### config.mk
export PLATFORM = sky130hd
export DESIGN_NAME = pinwheel_hart_sched
export DESIGN_NICKNAME = d
export VERILOG_FILES = /design/src/rtl/pinwheel_hart_sched.sv
export SDC_FILE = /design/constraint.sdc
export NUM_CORES = 1
export LEC_CHECK = 0
export BUFFER_PORTS_ARGS = -buffer_cell sky130_fd_sc_hd__buf_2
export CELL_PAD_IN_SITES_DETAIL_PLACEMENT = 1
export CELL_PAD_IN_SITES_GLOBAL_PLACEMENT = 1
export CORE_UTILIZATION = 40
export CTS_CLUSTER_SIZE = 25
export DETAILED_ROUTE_END_ITERATION = 10
export GPL_ROUTABILITY_DRIVEN = 0
export PLACE_DENSITY = 0.82
export SETUP_SLACK_MARGIN = 0.4
export SYNTH_ARGS = -nofsm -noshare
export SYNTH_HDL_FRONTEND = slang
export SYNTH_SLANG_ARGS = --single-unit
### constraint.sdc
create_clock -name clock -period 3.3 [get_ports clock]
set_input_delay 0.165 -clock clock [delete_from_list [all_inputs] [get_ports clock]]
set_output_delay 0.165 -clock clock [all_outputs]
set_load 0.01 [all_outputs]
### src/rtl/pinwheel_hart_sched.sv
// Round-robin hart scheduler for the pinwheel barrel core: per-hart PC/enable/in-flight table.
// Define PINWHEEL_SCHED_STATS_EN to build the per-hart retire counters behind stat_count.
module pinwheel_hart_sched #(
  parameter int unsigned          HART_BITS = 3,
  parameter int unsigned          PC_WIDTH  = 24,
  parameter logic [PC_WIDTH-1:0]  RESET_PC  = 24'h400000
) (
  input  logic                         clock,
  input  logic                         tock_reset_in,
  input  logic                         issue_ready,
  output logic                         issue_valid,
  output logic [31:0]                  issue_hpc,
  input  logic                         retire_valid,
  input  logic [HART_BITS-1:0]         retire_hart,
  input  logic [31:0]                  retire_next_hpc,
  input  logic                         retire_halt,
  input  logic                         ctl_valid,
  input  logic                         ctl_start,
  input  logic [HART_BITS-1:0]         ctl_hart,
  input  logic [PC_WIDTH-1:0]          ctl_pc,
  output logic [(1<<HART_BITS)-1:0]    hart_enabled,
  output logic [(1<<HART_BITS)-1:0]    hart_inflight,
  output logic                         err_retire,
  output logic                         err_migrate,
  input  logic [HART_BITS-1:0]         stat_hart,
  output logic [31:0]                  stat_count
);

  localparam int unsigned HART_COUNT = 1 << HART_BITS;

  logic [PC_WIDTH-1:0]   pc_q [HART_COUNT];
  logic [PC_WIDTH-1:0]   pc_d [HART_COUNT];
  logic [HART_COUNT-1:0] en_q, en_d;
  logic [HART_COUNT-1:0] busy_q, busy_d;
  logic [HART_BITS-1:0]  last_q, last_d;
  logic                  err_retire_q, err_retire_d;
  logic                  err_migrate_q, err_migrate_d;

  logic [HART_COUNT-1:0] runnable;
  logic                  sel_found;
  logic [HART_BITS-1:0]  sel_hart;
  logic [HART_BITS-1:0]  cand;
  logic [HART_BITS-1:0]  ret_t;
  logic [PC_WIDTH-1:0]   ret_p;
  logic                  retire_ok;
  logic                  start_take;

  assign runnable = en_q & ~busy_q;
  assign ret_t    = retire_next_hpc[PC_WIDTH +: HART_BITS];
  assign ret_p    = retire_next_hpc[PC_WIDTH-1:0];

  // Search order last+1, last+2, ... wraps naturally through HART_BITS truncation.
  always_comb begin
    sel_found = 1'b0;
    sel_hart  = '0;
    cand      = '0;
    for (int unsigned i = 1; i <= HART_COUNT; i++) begin
      cand = HART_BITS'(32'(last_q) + i);
      if (!sel_found && runnable[cand]) begin
        sel_found = 1'b1;
        sel_hart  = cand;
      end
    end
  end

  always_comb begin
    issue_valid                          = sel_found;
    issue_hpc                            = '0;
    issue_hpc[PC_WIDTH-1:0]              = pc_q[sel_hart];
    issue_hpc[PC_WIDTH +: HART_BITS]     = sel_hart;
  end

  assign retire_ok  = retire_valid & busy_q[retire_hart];
  assign start_take = ctl_valid & ctl_start & ~en_q[ctl_hart] & ~busy_q[ctl_hart];

  always_comb begin
    pc_d          = pc_q;
    en_d          = en_q;
    busy_d        = busy_q;
    last_d        = last_q;
    err_retire_d  = err_retire_q;
    err_migrate_d = err_migrate_q;

    if (sel_found && issue_ready) begin
      busy_d[sel_hart] = 1'b1;
      last_d           = sel_hart;
    end

    if (retire_valid && !busy_q[retire_hart]) begin
      err_retire_d = 1'b1;
    end else if (retire_ok) begin
      busy_d[retire_hart] = 1'b0;
      if (ret_t == retire_hart) begin
        pc_d[retire_hart] = ret_p;
        if (retire_halt) en_d[retire_hart] = 1'b0;
      end else begin
        en_d[retire_hart] = 1'b0;
        // A START landing on the same target this cycle counts as an occupant.
        if (en_q[ret_t] || busy_q[ret_t] || (start_take && ctl_hart == ret_t)) begin
          err_migrate_d = 1'b1;
        end else begin
          pc_d[ret_t] = ret_p;
          en_d[ret_t] = 1'b1;
        end
      end
    end

    // Control is applied last so STOP overrides any enable written by a retire.
    if (ctl_valid) begin
      if (!ctl_start) begin
        en_d[ctl_hart] = 1'b0;
      end else if (start_take) begin
        pc_d[ctl_hart] = ctl_pc;
        en_d[ctl_hart] = 1'b1;
      end
    end
  end

  always_ff @(posedge clock) begin
    if (tock_reset_in) begin
      for (int unsigned i = 0; i < HART_COUNT; i++) begin
        pc_q[i] <= '0;
      end
      pc_q[0]       <= RESET_PC;
      en_q          <= HART_COUNT'(1);
      busy_q        <= '0;
      last_q        <= '1;
      err_retire_q  <= 1'b0;
      err_migrate_q <= 1'b0;
    end else begin
      pc_q          <= pc_d;
      en_q          <= en_d;
      busy_q        <= busy_d;
      last_q        <= last_d;
      err_retire_q  <= err_retire_d;
      err_migrate_q <= err_migrate_d;
    end
  end

  assign hart_enabled  = en_q;
  assign hart_inflight = busy_q;
  assign err_retire    = err_retire_q;
  assign err_migrate   = err_migrate_q;

`ifdef PINWHEEL_SCHED_STATS_EN
  logic [31:0] cnt_q [HART_COUNT];
  logic [31:0] cnt_d [HART_COUNT];

  always_comb begin
    cnt_d = cnt_q;
    if (retire_ok) begin
      cnt_d[retire_hart] = cnt_q[retire_hart] + 32'd1;
    end
  end

  always_ff @(posedge clock) begin
    if (tock_reset_in) begin
      for (int unsigned i = 0; i < HART_COUNT; i++) begin
        cnt_q[i] <= '0;
      end
    end else begin
      cnt_q <= cnt_d;
    end
  end

  assign stat_count = cnt_q[stat_hart];
`else
  logic unused_stat_hart;
  assign unused_stat_hart = ^stat_hart;
  assign stat_count       = '0;
`endif

  generate
    if (PC_WIDTH + HART_BITS < 32) begin : g_hpc_hi
      logic unused_hpc_hi;
      assign unused_hpc_hi = ^retire_next_hpc[31:PC_WIDTH+HART_BITS];
    end
  endgenerate

endmodule

==> qor.yml <==
run_status:
  outcome: "complete, but fails checks"
  violations: "negative hold slack, negative setup slack"
floorplanning:
  die-area_mm2: 0.0339
  coreArea_mm2: 0.0325
  io_pins: 155
  fp-row-count: 66
  die_w_um: 184
  start_util_pct: 40.7
  die_h_um: 184
critical_path:
  worstPathMaxFanout: 8
  r2r-start: "hart_inflight[0]"
  critPathCaptureType: "primary output"
  critPathKind: "register to primary output"
  r2r_slack_ps: -350
  start_kind: "register"
  slowest_delay_ps: 460
  crit_path_cell_trace: "buf_4 -> nor2b_1 -> mux4_2 -> mux2i_4 -> buf_4 -> a311oi_1 -> o22ai_2 -> buf_4 -> a21oi_4 -> buf_12 -> inv_12 -> buf_4 -> mux2i_1 -> mux2i_1 -> mux2_4 -> buf_6"
  reg2reg_depth: 15
  crit_top_cell: "buf_4"
  critPathArrivalTime_ps: 4060
  cp.required_ps: 3130
  regToRegEndpoint: "hart_inflight[3]"
  cpMaxStageDelayCell: "mux4_2"
logic_synthesis:
  ys_types: 76
  synth-edff-count: 0
  syn_area_mm2: 0.0133
  synthFlopType: "dfxtp_1"
  avgSynthCellArea_um2: 7.99
  syn_inst: 1659
  synth-async-reset-ratio_pct: 0
  ys_seq_elements: 213
  ys_warn_count: 0
  yosysSeqAreaShare_pct: 32.2
clock_network:
  clk_pin_slew_worst_paths_ps: 60
  cts_buffers: 25
  clkLatencyLatePin_ps: 540
  clock-sinks: 213
  clockBufferDepth: 3
  cts-root-buf: "clkbuf_16"
  cts_tree: "done"
  htree_levels: 1
global_routing:
  grt_max_degree: 99
  grt_use_total_pct: 30.0
  grt_pass1_wl_um: 79500
  antenna_found_initial: 1
  grt.overflow.total: 0
  grt_pass1_vias: 13943
route:
  antenna_left: 0
  vias: 14264
  vias_per_cell: 6.35
  dr.pass1.iters: 6
  drc_errors: 0
  routed_wl_um: 57300
  wl_per_cell_um: 25.5
  drtIter0Drc: 1414
timing:
  finalMaxSlewViolations: 0
  tns_ps: -23110
  whs_ps: -3.03
  skew_ps: 19.1
  setup_viol: 36
  fin_crit_ps: 4230
  worst_pin_slew_ps: 1170
  relSlewSlack_pct: 21.8
  finalHoldViolCount: 2
  finalCritPeriodShare_pct: 128
  rsz0062_at_grt: "true"
  setup_ws_ps: -928
  fmax_mhz: 237
layout:
  area_growth_pct: 27.5
  final_util_pct: 52.0
  seq_area_mm2: 0.00429
  fin_nets: 1858
  multi_input_area_mm2: 0.00850
  layout-drive-gt1-share_pct: 24.5
  fill_cells: 3790
placed_design:
  place_ws_ps: -157
  io_buffer_count: 109
  place_hpwl_um: 30400
min_path:
  holdPathEnd: "pc_q[186]"
  hold_path_class: "primary input to register"
  worstHoldStart: "ctl_pc[18]"
  holdPathStages: 3
power_and_ir_drop:
  leakage_nw: 6.27
  power_density_mw_per_mm2: 806
  ir_worst_vdd_v: 0.000576
  finalPower_w: 0.0136
flow_run:
  drv_cap: 0
-- layer usage --
metal	global-route usage (%)	vias up	wire length (µm)
met5	0	-	0
met4	13.1	0	3570
met3	3.57	281	4440
met2	50.7	802	26600
met1	38.3	7134	22600
li1	-	6047	-
-- cell families (layout without fill, tap and decap cells) --
family | Yosys count | in the layout | share of synthesized area [%]
other | 1 | 38 | 0.0283
DFF | 213 | 213 | 32.2
AOI/OAI and AO/OA | 286 | 286 | 17.8
and+or+nand+nor | 685 | 686 | 21.7
xor gates and xnor gates | 9 | 9 | 0.595
muxes | 218 | 218 | 18.1
adders and majority gates | 2 | 2 | 0.189
buffers and inverters | 245 | 351 | 9.37
-- Yosys cell counts (all sizes together) (3+ instances only) --
cell	n	area share (%)
dfxtp	213	32
nand2	365	10
nor3	13	0.49
o21ai	21	0.79
a31oi	5	0.35
mux2i	183	14
clkbuf	102	2.9
inv	16	0.47
a41oi	4	0.26
nand3	8	0.30
a211oi	32	1.8
a211o	4	0.26
nor2b	16	0.76
a311oi	177	12
and2	9	0.42
a2111oi	3	0.34
mux4	11	1.9
xor2	8	0.53
buf	126	6.0
nand2b	16	0.81
nor4	3	0.25
nor4b	4	0.26
o21a	4	0.23
a21oi	13	0.58
or2	6	0.28
o211ai	3	0.17
a221oi	3	0.20
and3	3	0.14
o22ai	3	0.19
nor3b	6	0.38
mux2	24	2.0
nor2	221	6.3
-- report_power, final --
part,total [W],leakage (nW),internal (W),switching (W)
clock,0.00266,0.371,0.00149,0.00117
combinational,0.00809,4.17,0.00393,0.00417
sequential,0.00287,1.73,0.00272,0.000147
-- worst max path at each step --
| stage | start | to | slack, ps | cells after the start |
|---|---|---|---|---|
| after CTS | hart_inflight[2] | issue_hpc[12] | -530 | 15 |
| final | hart_inflight[0] | issue_hpc[22] | -930 | 16 |
| after global routing | hart_enabled[7] | issue_hpc[22] | -930 | 15 |
| after detailed placement | last_q[0] | issue_hpc[12] | -160 | 14 |
| after floorplan | last_q[0] | issue_hpc[11] | 240 | 15 |
| after global placement | hart_enabled[2] | issue_hpc[14] | -30 | 12 |
-- sequential cells by signal, indices dropped and copies added (netlist names) --
name	count
pc_q	192
hart_enabled	8
hart_inflight	8
last_q	3
err_migrate	1
err_retire	1
-- metrics by stage --
step	area, µm²	std cells	hold slack (ps)
after floorplan	13600	1695	306
after global placement	14500	2116	423
after detailed placement	14500	2116	460
after CTS	16200	2218	1.31
after global routing	16900	2244	5.01
final	16900	2245	-3.03
-- critical path, delay by kind of cell (launching register included) --
kind	cells	cell delay, ps
AND/OR/NAND/NOR	1	280
multiplexers	5	1210
AO/OA/AOI/OAI	3	630
flip-flops	1	360
buffers and inverters	7	1050
-- placed cells by master (no fill, tap or decap), types with 14 or more instances in the layout --
cell type / Yosys / layout
mux2i_1: 179 / 164
conb_1: 1 / 37
buf_2: 43 / 92
clkbuf_16: 0 / 33
buf_12: 0 / 27
dlygate4sd3_1: 0 / 37
a211oi_1: 32 / 29
nor2b_1: 16 / 14
buf_6: 14 / 22
nor2_1: 220 / 218
dfxtp_1: 213 / 200
buf_4: 43 / 96
a311oi_1: 177 / 170
mux2_4: 0 / 24
nand2_1: 365 / 365
-- repair_timing --
item / in CTS / in global routing
hold buffers: 37 / 0
endpoints found under the setup margin: 231 / 207
pin swaps: 7 / 19
hold endpoints to repair: 130 / 0
setup buffers: 17 / 17
resized for setup: 63 / 92
cloned: 3 / 9
-- layout make-up --
class	count	share of cell area (%)
repair buffers	288	15.9
clock buffers	37	4.20
diodes	1	0.0148
flip-flops and latches	213	25.4
repair inverters	1	0.0962
well taps	442	3.27
inverters	17	0.599
multi-input cells	1238	50.3
clock inverters	8	0.289
Note: power is estimated with default switching activity, not from simulation.
